### src/rtl/mem_resp_queue.sv
// In-order MEM-stage queue: tracks outstanding SRAM loads, aligns load data, retires to WB in order.
// Optional build macro: MEM_RESP_CUT_THROUGH_EN (0-cycle data_ok -> WB path for a waiting head load).
module mem_resp_queue #(
  parameter int unsigned DEPTH  = 2,
  parameter int unsigned META_W = 64
) (
  input  logic              clk,
  input  logic              resetn,
  input  logic              in_valid,
  output logic              in_ready,
  input  logic              in_is_load,
  input  logic [4:0]        in_ld_ctrl,
  input  logic [1:0]        in_addr_lo,
  input  logic [31:0]       in_result,
  input  logic              in_rf_we,
  input  logic [4:0]        in_rf_waddr,
  input  logic [META_W-1:0] in_meta,
  input  logic              data_ok,
  input  logic [31:0]       rdata,
  input  logic              flush,
  output logic              out_valid,
  input  logic              out_ready,
  output logic [31:0]       out_result,
  output logic              out_rf_we,
  output logic [4:0]        out_rf_waddr,
  output logic [META_W-1:0] out_meta,
  output logic              byp_valid,
  output logic [4:0]        byp_waddr,
  output logic              byp_data_rdy,
  output logic [31:0]       byp_data
);

  localparam int unsigned PW = (DEPTH > 1) ? $clog2(DEPTH) : 1;
  localparam int unsigned CW = $clog2(DEPTH + 1);

  // ld_ctrl bit order: {ld_w, ld_b, ld_bu, ld_h, ld_hu}
  function automatic logic [31:0] extract(input logic [31:0] w, input logic is_load,
                                          input logic [4:0] ctrl, input logic [1:0] lo);
    logic [7:0]  b;
    logic [15:0] h;
    logic [31:0] r;
    b = 8'(w >> {lo, 3'b000});
    h = lo[1] ? w[31:16] : w[15:0];
    r = w;
    if (is_load) begin
      if (ctrl[3])      r = {{24{b[7]}}, b};
      else if (ctrl[2]) r = {24'b0, b};
      else if (ctrl[1]) r = {{16{h[15]}}, h};
      else if (ctrl[0]) r = {16'b0, h};
    end
    return r;
  endfunction

  logic [PW-1:0]     wr_ptr_q, rd_ptr_q, resp_ptr;
  logic [CW-1:0]     count_q, discard_q, count_d, discard_flush, n_wait;
  logic              has_wait, push, pop, stored_valid, cut;
  logic [PW-1:0]     idx;

  logic              busy_q    [DEPTH];
  logic              is_load_q [DEPTH];
  logic              got_q     [DEPTH];
  logic [4:0]        ld_ctrl_q [DEPTH];
  logic [1:0]        addr_lo_q [DEPTH];
  logic [31:0]       word_q    [DEPTH];
  logic              rf_we_q   [DEPTH];
  logic [4:0]        waddr_q   [DEPTH];
  logic [META_W-1:0] meta_q    [DEPTH];

  // Responses arrive in order, so they belong to the oldest waiting load.
  always_comb begin
    resp_ptr = rd_ptr_q;
    has_wait = 1'b0;
    n_wait   = '0;
    idx      = '0;
    for (int i = 0; i < DEPTH; i++) begin
      idx = rd_ptr_q + PW'(i);
      if (busy_q[idx] && is_load_q[idx] && !got_q[idx] && !has_wait) begin
        resp_ptr = idx;
        has_wait = 1'b1;
      end
      if (busy_q[i] && is_load_q[i] && !got_q[i]) n_wait = n_wait + CW'(1);
    end
  end

  always_comb begin
    discard_flush = discard_q + n_wait;
    if (data_ok && discard_flush != '0) discard_flush = discard_flush - CW'(1);
  end

  assign in_ready     = ({1'b0, count_q} + {1'b0, discard_q}) < (CW + 1)'(DEPTH);
  assign stored_valid = busy_q[rd_ptr_q] & got_q[rd_ptr_q];

`ifdef MEM_RESP_CUT_THROUGH_EN
  assign cut = busy_q[rd_ptr_q] & is_load_q[rd_ptr_q] & ~got_q[rd_ptr_q] & (discard_q == '0)
             & has_wait & (resp_ptr == rd_ptr_q) & data_ok;
  assign out_result = cut ? extract(rdata, 1'b1, ld_ctrl_q[rd_ptr_q], addr_lo_q[rd_ptr_q])
                          : extract(word_q[rd_ptr_q], is_load_q[rd_ptr_q], ld_ctrl_q[rd_ptr_q],
                                    addr_lo_q[rd_ptr_q]);
`else
  assign cut = 1'b0;
  assign out_result = extract(word_q[rd_ptr_q], is_load_q[rd_ptr_q], ld_ctrl_q[rd_ptr_q],
                              addr_lo_q[rd_ptr_q]);
`endif

  assign out_valid    = stored_valid | cut;
  assign out_rf_we    = rf_we_q[rd_ptr_q];
  assign out_rf_waddr = waddr_q[rd_ptr_q];
  assign out_meta     = meta_q[rd_ptr_q];
  assign byp_valid    = busy_q[rd_ptr_q] & rf_we_q[rd_ptr_q];
  assign byp_waddr    = waddr_q[rd_ptr_q];
  assign byp_data_rdy = out_valid;
  assign byp_data     = out_result;

  assign push = in_valid & in_ready & ~flush;
  assign pop  = out_valid & out_ready & ~flush;

  always_comb begin
    count_d = count_q;
    if (push && !pop)      count_d = count_q + CW'(1);
    else if (pop && !push) count_d = count_q - CW'(1);
  end

  always_ff @(posedge clk or negedge resetn) begin
    if (!resetn) begin
      wr_ptr_q  <= '0;
      rd_ptr_q  <= '0;
      count_q   <= '0;
      discard_q <= '0;
      for (int i = 0; i < DEPTH; i++) begin
        busy_q[i]    <= 1'b0;
        is_load_q[i] <= 1'b0;
        got_q[i]     <= 1'b0;
        ld_ctrl_q[i] <= '0;
        addr_lo_q[i] <= '0;
        word_q[i]    <= '0;
        rf_we_q[i]   <= 1'b0;
        waddr_q[i]   <= '0;
        meta_q[i]    <= '0;
      end
    end else if (flush) begin
      wr_ptr_q  <= '0;
      rd_ptr_q  <= '0;
      count_q   <= '0;
      discard_q <= discard_flush;
      for (int i = 0; i < DEPTH; i++) busy_q[i] <= 1'b0;
    end else begin
      if (push) begin
        busy_q[wr_ptr_q]    <= 1'b1;
        is_load_q[wr_ptr_q] <= in_is_load;
        got_q[wr_ptr_q]     <= ~in_is_load;
        ld_ctrl_q[wr_ptr_q] <= in_ld_ctrl;
        addr_lo_q[wr_ptr_q] <= in_addr_lo;
        word_q[wr_ptr_q]    <= in_result;
        rf_we_q[wr_ptr_q]   <= in_rf_we;
        waddr_q[wr_ptr_q]   <= in_rf_waddr;
        meta_q[wr_ptr_q]    <= in_meta;
        wr_ptr_q            <= wr_ptr_q + PW'(1);
      end
      if (data_ok) begin
        if (discard_q != '0) begin
          discard_q <= discard_q - CW'(1);
        end else if (has_wait) begin
          word_q[resp_ptr] <= rdata;
          got_q[resp_ptr]  <= 1'b1;
        end
      end
      // A cut-through pop retires the entry here, so the store above is harmless.
      if (pop) begin
        busy_q[rd_ptr_q] <= 1'b0;
        rd_ptr_q         <= rd_ptr_q + PW'(1);
      end
      count_q <= count_d;
    end
  end

endmodule

### config.mk
export PLATFORM = sky130hd
export DESIGN_NAME = mem_resp_queue
export DESIGN_NICKNAME = d
export VERILOG_FILES = /design/src/rtl/mem_resp_queue.sv
export SDC_FILE = /design/constraint.sdc
export NUM_CORES = 1
export LEC_CHECK = 0
export CAP_MARGIN = 15
export CORE_ASPECT_RATIO = 1.25
export CORE_UTILIZATION = 54
export DETAILED_ROUTE_END_ITERATION = 12
export GPL_TIMING_DRIVEN = 0
export PLACE_DENSITY_LB_ADDON = 0.15
export SLEW_MARGIN = 20
export SYNTH_ARGS = -nofsm -noshare
export SYNTH_HDL_FRONTEND = slang
export SYNTH_SLANG_ARGS = --single-unit
### constraint.sdc
create_clock -name clk -period 4.75 [get_ports clk]
set_clock_uncertainty 0.05 [all_clocks]
set_input_delay 0.95 -clock clk [delete_from_list [all_inputs] [get_ports clk]]
set_output_delay 0.95 -clock clk [all_outputs]
set_load 0.05 [all_outputs]
# After elaboration in Yosys (flattened, before gate mapping)

Index checks and enable logic that the tools add are counted.

Bits in registers: 230
Bits in latches: 0
Memory bits (writable): 0
Bits in read-only memories: 0
Input bits: 148
Logic and storage cells: 184
Memories kept: 0

$add $sub $neg: 9
Multiply operators: 0
Divide/modulo/power cells: 0
$lt $le $gt $ge: 8
Eq/ne operators: 0
Shifts and indexed selects: 1
Multiplexer cells: 97
Bitwise logic cells: 16
Reductions and logical operators: 31

Operator list:

| operator                                                   | count |
|---|---|
| two-way mux 64 bit                                         | 9 |
| two-way mux 32 bit                                         | 10 |
| bitwise mux 128 bit                                        | 1 |
| bitwise mux 64 bit                                         | 2 |
| demux 32 bit (select 1 bit)                                | 2 |
| demux 64 bit (select 1 bit)                                | 1 |
| two-way mux 2 bit                                          | 21 |
| two-way mux 1 bit                                          | 32 |
| right shift 32 x 5 -> 8 bit                                | 1 |
| bitwise mux 10 bit                                         | 2 |
| two-way mux 5 bit                                          | 4 |
| two-way mux 16 bit                                         | 1 |
| logical AND 1 bit                                          | 15 |
| two-way mux 4 bit                                          | 3 |
| nonzero test 2 bit                                         | 6 |
| >= comparator 2 bit, second input constant                 | 4 |
| inverter 1 -> 2 bit                                        | 4 |
| zero test 1 bit                                            | 7 |
| bitwise AND 1 bit                                          | 6 |
| bitwise mux 2 bit                                          | 3 |
| less-than comparator 2 x 1 -> 1 bit, second input constant | 3 |
| subtractor 2 x 1 -> 2 bit, second input constant           | 3 |
| demux 5 bit (select 1 bit)                                 | 1 |
| adder 2 x 1 -> 2 bit, second input constant                | 2 |
| 13 further kinds                                           | 19 |

# Longest topological paths before layout

Gate-level depths: netlist of run 1.

Word-level depth: 19
Depth in mapped cells: 11
Mapped depth without buffers: 11

# Worst setup path before layout of run 1

OpenSTA, ideal clock, no wires.

Path type: register -> output
Start: register rd_ptr_q
End: output port out_result[15]
Data arrival time: 3091 ps
Data required time: 3750 ps
Path slack: 659 ps
Cell stages (with the launch flop): 10
Buffers on the path: 5
Cell sequence: dfrtp_1 -> buf_6 -> buf_6 -> buf_6 -> o32a_1 -> clkbuf_1 -> a21oi_1 -> nor3b_1 -> a211oi_1 -> buf_4

Word-level cells in the longest chain between the ends: 10
Elaborated cells on any way between the ends: 20
Classes of those cells: shift (1); mux (18); bitwise (1)

Ends and longest elaborated chain:

| item                                                                       | line     | RTL |
|---|---|---|
| from (decl)                                                                | 54       | `logic [PW-1:0] wr_ptr_q, rd_ptr_q, resp_ptr;` |
| from (signal assigned)                                                     | 170      | `rd_ptr_q <= rd_ptr_q + PW'(1);` |
| inverter 1 -> 2 bit (not written as such) *                                | 101, 102 |  |
| parallel branches: the longest is 8 deep, another holds two-way mux 32 bit | n/a      |  |
| two-way mux 32 bit *                                                       | 45       | `if (is_load) begin` |
| to (decl)                                                                  | 23       | `output logic [31:0] out_result,` |

Mark *: on every way between the ends. The select of a mux whose other input is x is not followed.

# Worst setup path after layout of run 1

Start: register rd_ptr_q
End: output port byp_data[17]

Word-level cells in the longest chain between the ends: 9
Elaborated cells on any way between the ends: 20
Classes of those cells: shift (1); mux (18); bitwise (1)

Ends and longest elaborated chain:

| item                                                                       | line     | RTL |
|---|---|---|
| inverter 1 -> 2 bit (not written as such) *                                | 101, 102 |  |
| parallel branches: the longest is 7 deep, another holds two-way mux 32 bit | n/a      |  |
| two-way mux 32 bit *                                                       | 45       |  |
| to (decl)                                                                  | 30       | `output logic [31:0] byp_data` |

Marked as above.

==> results.tsv, run 1 <==
stage	metric	value	unit
outcome	status	finished, final reports clean	
cells_and_area	final net count	1587	
sta	max-slew violations	0	
route	via/cell ratio	5.73	
floorplan	# rows	60	
route	# DRC	0	
yosys	Syn Area/Cell	10.6	µm²
setup_path	Crit. End Element	primary output	
yosys	commonest register cell after synthesis	dfrtp_1	
cells_and_area	Post-Layout Cell Count	1729	
setup_path	RR Startpoint	discard_q[0]$_DFFE_PN0P_	
cells_and_area	Layout area overhead	35.0	%
setup_path	Worst R2R End	word_q[51]$_DFFE_PN0N_	
hold_path	Hold/Removal Path Class	in -> async	
route	drt pass-1 iters	7	
yosys	Synth cell types	50	
clock_network	worst-skew pair later-pin latency	0.52	ns
setup_path	critical path required time	3.75	ns
sta	final hold vios	0	
route	Avg WL per Cell	20.0	µm
clock_network	Reg clk slew, reported paths	0.06	ns
route	initial DRC count	658	
sta	post-layout worst setup margin	0.103	ns
sta	period utilisation layout	0.978	
yosys	count of flip-flops with a built-in enable after synthesis	0	
grt	leftover overflow at the end of global routing	0	
floorplan	core area	21500	µm²
cells_and_area	number of diodes	0	
yosys	number of synthesized register bits	228	
clock_network	CTS Sinks	228	
sta	final setup vio count	0	
cells_and_area	layout cells sized above 1	0.198	
yosys	cells after synthesis	1117	
placed_design	placed cell areas	15200	µm²
route	final WL	34500	µm
yosys	Async SR Flop Fraction	1.00	
clock_network	cts hold-fix bufs	0	
setup_path	CP endpoint	byp_data[17]	
setup_path	WS Path Type	reg -> out	
grt	first-pass GRT wire length	54500	µm
clock_network	CTS H-tree lvls	1	
cells_and_area	post-layout instance area	16000	µm²
clock_network	Bufs on Longest Clock Path	3	
setup_path	arrival time at the worst endpoint	3.65	ns
floorplan	die extent in y	168	µm
grt	largest net degree at the start of global routing	95	
setup_path	Critical Path Source	rd_ptr_q$_DFFE_PN0P_	
sta	relative slew slack	0.490	
floorplan	IO Count	291	
sta	RSZ-0062 raised after global routing	false	
clock_network	TritonCTS clock tree	built	
sta	clock period minus worst slack	4.65	ns
yosys	Yosys warnings	0	
yosys	synthesized area	11900	µm²
sta	Least-Margin Pin Slew	0.765	ns
clock_network	total CTS buffers	24	
setup_path	Max FO, Critical Path	10	
clock_network	Clock Tree Root	clkbuf_16	
floorplan	die area	22600	µm²
setup_path	Setup crit start kind	flip-flop	
floorplan	initial core utilization	0.551	
placed_design	dpl cells	1686	
route	DR vias	9911	
grt	number of global-route vias before repair	10185	
setup_path	R2R Setup Slk	1.39	ns
placed_design	Setup WS pre-CTS	0.439	ns
yosys	sequential share of the synthesized area	0.481	
placed_design	IO buf count	288	
route	Detail Route Antenna Nets	0	
placed_design	GP Congestion	0.927	
grt	aggregate global-route resource usage	0.310	
run	Max Cap Viol	0	
cells_and_area	final design utilization	0.743	
sta	FMAX	215	MHz
grt	initial antenna violation count	3	
floorplan	die width	135	µm
placed_design	Detailed Place HPWL	25200	µm
yosys	syn nets	1270	
setup_path	cells on worst reg2reg path	9	
kinds of logic after synthesis:
kind of cell	share of synthesized area
mux	0.195
flops	0.481
fa+ha+maj	0.00591
buf+inv	0.0628
xor+xnor	0.00517
compound gates	0.134
simple gates	0.116
cells in the final DEF, fill, tap and decap left out, drive strengths merged, types with 2 or more instances in the layout:
cell type and n:
o221ai 8, xnor2 4, and3b 2, a21oi 12, nor3b 3, nor2 29, mux4 7, clkinv 3
o22a 65, clkbuf 78, o22ai 9, dlygate4sd2 2, mux2i 40, dfrtp 228, or3b 2, nand3b 3
nand2b 5, nand2 277, nand3 4, a22oi 56, nor3 5, o2bb2ai 7, mux2 153, ha 4
buf 82, a211oi 2, dlymetal6s2s 26, o21ai 50, and2 5, clkdlybuf4s50 259, inv 7, xor2 3
synth_stat cells, types with 3 or more instances:
library cell / instances / share of area
dfrtp_1: 228 / 0.48
inv_1: 7 / 0.0022
mux2_2: 149 / 0.14
ha_1: 4 / 0.0042
o22ai_1: 9 / 0.0047
o21ai_1: 30 / 0.013
a21oi_1: 10 / 0.0042
and2_1: 4 / 0.0021
mux2_4: 3 / 0.0038
nand2b_1: 5 / 0.0026
xnor2_1: 4 / 0.0030
clkbuf_1: 40 / 0.013
o21ai_0: 20 / 0.0084
mux2i_1: 39 / 0.033
o221ai_1: 8 / 0.0059
nor3_1: 4 / 0.0017
xor2_1: 3 / 0.0022
nor2_1: 28 / 0.0089
nand3b_1: 3 / 0.0019
buf_2: 27 / 0.011
nand3_1: 4 / 0.0017
a22oi_1: 54 / 0.034
buf_6: 12 / 0.011
buf_4: 39 / 0.025
o22a_1: 65 / 0.048
mux4_1: 5 / 0.011
nand2_1: 277 / 0.088
o2bb2ai_1: 7 / 0.0052
repair_timing:
| action | 4_1_cts | 5_1_grt |
|---|---|---|
| resized for setup | 5 | 30 |
| endpoints found under the setup margin | 11 | 46 |
| pin swaps | 0 | 1 |
| setup buffers | 0 | 1 |
how the worst min path moves through the flow:
stage	depth (start not counted)	endpoint	slack (ns)
detailed placement	2	rf_we_q[0]$_DFFE_PN0P_	0.41
global placement	2	meta_q[9]$_DFFE_PN0P_	0.40
global route	2	rf_we_q[0]$_DFFE_PN0P_	0.44
finish	1	word_q[35]$_DFFE_PN0N_	0.41
floorplan	2	ld_ctrl_q[2]$_DFFE_PN0P_	0.39
CTS	2	rf_we_q[0]$_DFFE_PN0P_	0.42
worst max-delay path, cell delays in order (launching register included):
cell             delay, ns
dfrtp_1               0.37
buf_6                 0.14
buf_6                 0.16
buf_6                 0.16
buf_6                 0.18
o32ai_2               0.47
clkbuf_1              0.35
o21ai_0               0.15
a22oi_1               0.27
clkdlybuf4s50_1       0.86
flip-flops by register name, indices dropped and copies added, names as in the netlist:
register   cells
meta_q       128
ld_ctrl_q      8
addr_lo_q      4
discard_q      2
wr_ptr_q       1
word_q        64
waddr_q       10
count_q        2
got_q          2
rd_ptr_q       1
is_load_q      2
rf_we_q        2
busy_q         2
layer usage:
layer,wire [µm],vias up,GRT usage
met4,1320,4,0.124
li1,-,4537,-
met5,27,-,0
met1,12800,4879,0.364
met3,2760,81,0.0699
met2,17600,410,0.546
per-stage QoR:
stage / TNS, ns / hold WS (ns)
final: 0 / 0.413
after global routing: 0 / 0.438
after CTS: 0 / 0.421
after detailed placement: 0 / 0.407
after global placement: -1602.48 / 0.401
after floorplan: 0 / 0.387
layout make-up:
type	instances	area, µm²
Tap cell	279	349
Clock inverter	5	52.6
Multi-Input combinational cell	763	5440
Timing Repair Buffer	291	3010
Fill cell	1534	5530
Inverter	7	26.3
Sequential cell	228	5710
Buffer	119	719
Clock buffer	37	711
Power of run 1 is not shown: default switching activity piles up to over one toggle a cycle in this logic, so the estimate is an artifact.
==> run 2: changes to the inputs <==
--- a/config.mk
+++ b/config.mk
@@ -6,7 +6,6 @@
 export NUM_CORES = 1
 export LEC_CHECK = 0
 export CAP_MARGIN = 15
-export CORE_ASPECT_RATIO = 1.25
 export CORE_UTILIZATION = 54
 export DETAILED_ROUTE_END_ITERATION = 12
 export GPL_TIMING_DRIVEN = 0
==> results.tsv, run 2 (synthesis gave the netlist of run 1 again) <==
stage	metric	value	unit	change
setup_path	CP delay by family, top	buffers and inverters		unchanged
placed_design	dpl cells	1682		was 1686
cells_and_area	number of diodes	0		unchanged
cells_and_area	final net count	1589		was 1587
grt	aggregate global-route resource usage	0.309		was 0.310
placed_design	IO buf count	288		unchanged
route	initial DRC count	663		was 658
clock_network	total CTS buffers	25		was 24
cells_and_area	layout cells sized above 1	0.204		was 0.198
route	final WL	34700	µm	was 34500 µm
route	Avg WL per Cell	20.1	µm	was 20.0 µm
grt	initial antenna violation count	1		was 3
sta	final hold vios	0		unchanged
placed_design	Detailed Place HPWL	24900	µm	was 25200 µm
sta	relative slew slack	0.534		was 0.490
cells_and_area	Layout fillers	1464		was 1534
sta	period utilisation layout	0.987		was 0.978
setup_path	R2R Setup Slk	1.38	ns	was 1.39 ns
route	# DRC	0		unchanged
outcome	status	finished, final reports clean		unchanged
hold_path	Hold/Removal Path Class	in -> async		unchanged
setup_path	critical path required time	3.75	ns	about the same
cells_and_area	area of the multi-input gates	5450	µm²	was 5440 µm²
setup_path	cells on worst reg2reg path	9		unchanged
grt	leftover overflow at the end of global routing	0		unchanged
floorplan	IO Count	291		unchanged
clock_network	Clock Tree Root	clkbuf_16		unchanged
cells_and_area	Top reg by flops	meta_q		unchanged
cells_and_area	Layout area overhead	35.4	%	was 35.0%
sta	RSZ-0062 raised after global routing	false		unchanged
sta	final setup vio count	0		unchanged
sta	max-slew violations	0		unchanged
setup_path	Max FO, Critical Path	10		unchanged
setup_path	Setup crit start kind	flip-flop		unchanged
sta	clock period minus worst slack	4.69	ns	was 4.65 ns
clock_network	Reg clk slew, reported paths	0.06	ns	about the same
route	drt pass-1 iters	6		was 7
clock_network	TritonCTS clock tree	built		unchanged
grt	first-pass GRT wire length	53800	µm	was 54500 µm
setup_path	most used cell along the critical path	buf_6		unchanged
setup_path	critical path's largest stage delay	0.79	ns	was 0.86 ns
setup_path	arrival time at the worst endpoint	3.69	ns	was 3.65 ns
clock_network	CTS Sinks	228		unchanged
route	Detail Route Antenna Nets	0		unchanged
route	via/cell ratio	5.82		was 5.73
setup_path	Critical Path, Cell by Cell	buf_6, buf_6, buf_6, buf_4, a21oi_4, nand2_1, o2bb2ai_1, a22oi_1, buf_4, clkdlybuf4s50_1		was buf_6, buf_6, buf_6, buf_6, o32ai_2, clkbuf_1, o21ai_0, a22oi_1, clkdlybuf4s50_1
floorplan	# rows	53		was 60
sta	FMAX	213	MHz	was 215 MHz
cells_and_area	max reg flops	128		unchanged
floorplan	initial core utilization	0.557		was 0.551
grt	largest net degree at the start of global routing	101		was 95
setup_path	RR Startpoint	discard_q[0]$_DFFE_PN0P_		unchanged
sta	Least-Margin Pin Slew	0.697	ns	was 0.765 ns
grt	number of global-route vias before repair	10070		was 10.2k
setup_path	Worst R2R End	word_q[30]$_DFFE_PN0N_		was word_q[51]$_DFFE_PN0N_
floorplan	die width	150	µm	was 135 µm
cells_and_area	commonest non-fill, non-tap cells in the layout	nand2_1 (277), clkdlybuf4s50_1 (262), dfrtp_1 (228), mux2_2 (149), o22a_1 (65)		was nand2_1 (277), clkdlybuf4s50_1 (259), dfrtp_1 (228), mux2_2 (149), o22a_1 (65)
cells_and_area	Post-Layout Cell Count	1727		was 1729
setup_path	Bufs and invs on worst path	6		unchanged
floorplan	die extent in y	150	µm	was 168 µm
route	DR vias	10044		was 9911
cells_and_area	register area	5710	µm²	unchanged
clock_network	CTS H-tree lvls	1		unchanged
cells_and_area	commonest non-fill, non-tap cell in the layout	nand2_1		unchanged
setup_path	Worst path slowest cell	clkdlybuf4s50_1		unchanged
setup_path	WS Path Type	reg -> out		unchanged
floorplan	die area	22600	µm²	about the same
clock_network	Bufs on Longest Clock Path	3		unchanged
cells_and_area	Largest regs	meta_q x128, word_q x64, waddr_q x10		unchanged
placed_design	GP Congestion	0.912		was 0.927
clock_network	cts hold-fix bufs	0		unchanged
floorplan	core area	21300	µm²	was 21500 µm²
setup_path	Crit. End Element	primary output		unchanged
clock_network	worst-skew pair later-pin latency	0.53	ns	was 0.52 ns
run	Max Cap Viol	0		unchanged
setup_path	Critical Path Source	rd_ptr_q$_DFFE_PN0P_		unchanged
==> run 2: changes by cell type in the layout (fill, tap and decap cells not counted), moves of 2 or more <==
cell	change
inv_6	+2
buf_4	+2
clkdlybuf4s50_1	+3
dlymetal6s2s_1	-3
clkbuf_1	-5
clkinv_2	+2
==> run 2: how the worst max path moves through the flow <==
stage	endpoint	slack, ns	depth (start not counted)
after floorplan	out_result[15]	0.66	9
after global placement	meta_q[21]$_DFFE_PN0P_	-7.10	1
after detailed placement	out_result[21]	0.47	10
after CTS	out_result[0]	0.007	9
after global routing	out_result[4]	0.002	10
final	out_result[9]	0.06	10
==> run 2: area by class of cell <==
type / count / area share
flip-flops and latches: 228 / 0.355
multi-input cells: 763 / 0.339
repair buffers: 292 / 0.187
plain buffers: 119 / 0.0449
clock buffers: 33 / 0.0433
well taps: 275 / 0.0214
clock inverters: 10 / 0.00693
inverters: 7 / 0.00164
==> run 2: layer usage <==
| layer | routed length [µm] | GRT usage | vias up | share of wire |
|---|---|---|---|---|
| met1 | 13400 | 0.374 | 4943 | 0.39 |
| met2 | 16900 | 0.527 | 471 | 0.49 |
| met3 | 3150 | 0.0748 | 82 | 0.091 |
| met4 | 1280 | 0.127 | 0 | 0.037 |
| li1 | - | - | 4548 | - |
| met5 | 0 | 0 | - | 0 |
==> run 2: metrics by stage <==
stage | util | setup WS (ns) | setup TNS (ns) | area (µm²) | hold WS (ns)
2_1_floorplan | - | 0.659 | 0 | 11900 | 0.387
3_3_place_gp | 0.709 | -7.10 | -1612.57 | 15100 | 0.403
3_5_place_dp | 0.712 | 0.469 | 0 | 15100 | 0.407
4_1_cts | 0.751 | 0.00699 | 0 | 16000 | 0.236
5_1_grt | 0.755 | 0.00162 | 0 | 16100 | 0.244
6_report | 0.755 | 0.0631 | 0 | 16100 | 0.239
==> run 2: timing repair <==
item | CTS | global route
gates resized for setup | 6 | 29
endpoints found under the setup margin | 14 | 34
pin swaps | 0 | 1
setup buffers | 0 | 2
Power of run 2 is left out for the same reason.
==> run 3: changes to the inputs <==
--- a/config.mk
+++ b/config.mk
@@ -5,8 +5,9 @@
 export SDC_FILE = /design/constraint.sdc
 export NUM_CORES = 1
 export LEC_CHECK = 0
+export ABC_AREA = 1
 export CAP_MARGIN = 15
-export CORE_UTILIZATION = 54
+export CORE_UTILIZATION = 55
 export DETAILED_ROUTE_END_ITERATION = 12
 export GPL_TIMING_DRIVEN = 0
 export PLACE_DENSITY_LB_ADDON = 0.15
==> results.tsv, run 3 <==
stage	metric	value	unit	change
yosys	top cells by area, synth	dfrtp_1 (42%), nand2_1 (24%), o21ai_0 (9.0%), nand3_1 (6.2%), inv_1 (4.9%)		was dfrtp_1 (48%), mux2_2 (14%), nand2_1 (8.8%), o22a_1 (4.8%), a22oi_1 (3.4%)
route	drt pass-1 iters	7		was 6
yosys	sequential share of the synthesized area	0.419		was 0.481
clock_network	CTS Sinks	228		unchanged
cells_and_area	Top reg by flops	meta_q		unchanged
power_and_ir_drop	Power, Total	15.3	mW	
clock_network	CTS-repair resized insts	0		was 6
grt	aggregate global-route resource usage	0.370		was 0.309
clock_network	total CTS buffers	25		unchanged
setup_path	CP delay by family, top	buffers and inverters		unchanged
setup_path	WS Path Type	reg -> out		unchanged
cells_and_area	commonest non-fill, non-tap cells in the layout	nand2_1 (886), clkdlybuf4s50_1 (287), o21ai_0 (246), dfrtp_1 (228), inv_1 (178)		was nand2_1 (277), clkdlybuf4s50_1 (262), dfrtp_1 (228), mux2_2 (149), o22a_1 (65)
placed_design	placed cell areas	17000	µm²	was 15100 µm²
yosys	count of flip-flops with a built-in enable after synthesis	0		unchanged
placed_design	GP Congestion	0.969		was 0.912
placed_design	Detailed Place HPWL	33400	µm	was 24900 µm
grt	grt met3 use	0.0711		was 0.0748
yosys	commonest register cell after synthesis	dfrtp_1		unchanged
floorplan	die area	25400	µm²	was 22600 µm²
setup_path	R2R Setup Slk	1.73	ns	was 1.38 ns
cells_and_area	final net count	2465		was 1589
setup_path	RR Startpoint	discard_q[0]$_DFFE_PN0P_		unchanged
clock_network	cts hold-fix bufs	0		unchanged
setup_path	cells on worst reg2reg path	12		was 9
cells_and_area	commonest non-fill, non-tap cell in the layout	nand2_1		unchanged
setup_path	critical path required time	3.75	ns	about the same
cells_and_area	Largest regs	meta_q x128, word_q x64, waddr_q x10		unchanged
cells_and_area	post-layout instance area	17800	µm²	was 16100 µm²
setup_path	Worst R2R End	word_q[43]$_DFFE_PN0N_		was word_q[30]$_DFFE_PN0N_
sta	final setup vio count	0		unchanged
floorplan	die width	159	µm	was 150 µm
placed_design	IO buf count	288		unchanged
route	Avg WL per Cell	17.6	µm	was 20.1 µm
setup_path	Max FO, Critical Path	10		unchanged
power_and_ir_drop	Leak	9.54	nW	
grt	first-pass GRT wire length	74600	µm	was 53800 µm
route	Detail Route Antenna Nets	0		unchanged
yosys	number of synthesized register bits	228		unchanged
sta	RSZ-0062 raised after global routing	false		unchanged
sta	relative slew slack	0.450		was 0.534
grt	leftover overflow at the end of global routing	0		unchanged
cells_and_area	number of diodes	0		unchanged
route	DR vias	14695		was 10.0k
yosys	Async SR Flop Fraction	1.00		unchanged
floorplan	core area	24300	µm²	was 21300 µm²
setup_path	Critical Path, Cell by Cell	buf_6, buf_6, o21ai_0, o21ai_1, nand2_2, buf_2, nand2_1, nand2_1, nand2_1, nand2_1, nand2_1, buf_4, clkdlybuf4s50_1		was buf_6, buf_6, buf_6, buf_4, a21oi_4, nand2_1, o2bb2ai_1, a22oi_1, buf_4, clkdlybuf4s50_1
clock_network	Clock Tree Root	clkbuf_16		unchanged
sta	worst hold slack	0.256	ns	was 0.239 ns
clock_network	Reg clk slew, reported paths	0.07	ns	was 0.06 ns
hold_path	Hold/Removal Path Class	in -> async		unchanged
cells_and_area	max reg flops	128		unchanged
sta	FMAX	219	MHz	was 213 MHz
route	initial DRC count	1539		was 663
grt	number of global-route vias before repair	14116		was 10.1k
cells_and_area	Layout area overhead	30.7	%	was 35.4%
floorplan	die extent in y	159	µm	was 150 µm
floorplan	# rows	57		was 53
sta	clock period minus worst slack	4.57	ns	was 4.69 ns
setup_path	Crit. End Element	primary output		unchanged
yosys	Syn Area/Cell	6.83	µm²	was 10.6 µm²
yosys	Yosys warnings	0		unchanged
setup_path	arrival time at the worst endpoint	3.57	ns	was 3.69 ns
clock_network	post-CTS setup buffers	0		unchanged
clock_network	Bufs on Longest Clock Path	3		unchanged
setup_path	most used cell along the critical path	nand2_1		was buf_6
yosys	cells after synthesis	1995		was 1117
yosys	Synth top area share	0.419		was 0.481
cells_and_area	layout cells sized above 1	0.0898		was 0.204
yosys	synthesized area	13600	µm²	was 11900 µm²
sta	period utilisation layout	0.961		was 0.987
grt	largest net degree at the start of global routing	99		was 101
floorplan	IO Count	291		unchanged
yosys	syn nets	2148		was 1270
floorplan	initial core utilization	0.560		was 0.557
clock_network	CTS H-tree lvls	1		unchanged
grt	initial antenna violation count	0		was 1
clock_network	worst-skew pair later-pin latency	0.54	ns	was 0.53 ns
sta	final hold vios	0		unchanged
yosys	top cells by count, synth	nand2_1 (886), o21ai_0 (246), dfrtp_1 (228)		was nand2_1 (277), dfrtp_1 (228), mux2_2 (149)
setup_path	Bufs and invs on worst path	5		was 6
power_and_ir_drop	Cell Pwr Density	858	nW/µm²	
route	via/cell ratio	5.54		was 5.82
sta	Least-Margin Pin Slew	0.816	ns	was 0.697 ns
sta	max-slew violations	0		unchanged
yosys	most numerous cell in the Yosys netlist	nand2_1		unchanged
power_and_ir_drop	VDD IR max	0.794	mV	
cells_and_area	final design utilization	0.732		was 0.755
outcome	status	finished, final reports clean		unchanged
grt	met1 Use GR	0.466		was 0.374
setup_path	Worst path slowest cell	clkdlybuf4s50_1		unchanged
clock_network	TritonCTS clock tree	built		unchanged
route	# DRC	0		unchanged
yosys	Synth cell types	36		was 50
setup_path	critical path's largest stage delay	0.69	ns	was 0.79 ns
route	final WL	46800	µm	was 34700 µm
yosys	post-synth top area cell	dfrtp_1		unchanged
grt	GR peak layer	met2		unchanged
run	Max Cap Viol	0		unchanged
setup_path	WP depth	13		was 10
grt	grt met2 use	0.615		was 0.527
setup_path	Setup crit start kind	flip-flop		unchanged
==> run 3: changes by cell type after synthesis, moves of 65 or more <==
cell and delta:
nand2_1 +609, o22a_1 -65, inv_1 +171, o21ai_0 +226, nand3_1 +165, mux2_2 -149
==> run 3: worst max-delay path by stage <==
stage                        endpoint            startpoint  slack, ns
2_1_floorplan           out_result[9]  rd_ptr_q$_DFFE_PN0P_       1.65
3_3_place_gp   meta_q[14]$_DFFE_PN0P_                resetn      -6.96
3_5_place_dp           out_result[30]  rd_ptr_q$_DFFE_PN0P_       0.79
4_1_cts                out_result[30]  rd_ptr_q$_DFFE_PN0P_       0.22
5_1_grt                out_result[21]  rd_ptr_q$_DFFE_PN0P_       0.04
6_report               out_result[30]  rd_ptr_q$_DFFE_PN0P_       0.18
==> run 3: report_power, final <==
group	internal, mW	leakage (nW)	switching (mW)
registers	2.75	2.93	0.491
logic	3.33	6.20	6.70
clock network	1.18	0.404	0.833
total	7.25	9.54	8.02
==> run 3: area by class of cell <==
cell class                 count  area [µm²]
fill                        1986        6520
multi-input combinational   1420        6190
sequential                   228        5710
timing repair buffer         290        2940
buffer                       162        1020
inverter                     185         699
clock buffer                  33         686
tap                          324         405
clock inverter                10         149
==> run 3: layer usage <==
layer / part of all wire / wire length (µm) / vias to the layer above
li1: - / - / 6802
met1: 0.38 / 17800 / 6910
met2: 0.48 / 22400 / 828
met3: 0.092 / 4290 / 155
met4: 0.048 / 2230 / 0
met5: 0 / 0 / -
==> run 3: worst reg2reg max path, stage by stage, from the launching register on <==
cell,delay (ns)
dfrtp_1,0.41
nand2_1,0.08
inv_1,0.05
fa_1,0.45
nor2_2,0.22
nand3_4,0.13
nor2_2,0.42
inv_2,0.21
clkbuf_1,0.36
o21ai_0,0.26
nand2_1,0.13
nand3_1,0.10
nand2_1,0.05
==> run 3: stage by stage <==
step           instances  worst slack [ns]   TNS, ns
4_1_cts             2652             0.217         0
3_5_place_dp        2609             0.794         0
2_1_floorplan       1995              1.65         0
6_report            2652             0.184         0
3_3_place_gp        2607             -6.96  -1581.17
5_1_grt             2652            0.0392         0
==> run 3: cell families after synthesis <==
group | share of synthesized area
buffers and inverters | 0.127
AND/OR/NAND/NOR | 0.343
XOR/XNOR | 0.00193
flip-flops | 0.419
adder cells (fa/ha/maj) | 0.00515
AO/OA/AOI/OAI | 0.105
Power figures use the tool's default switching activity.
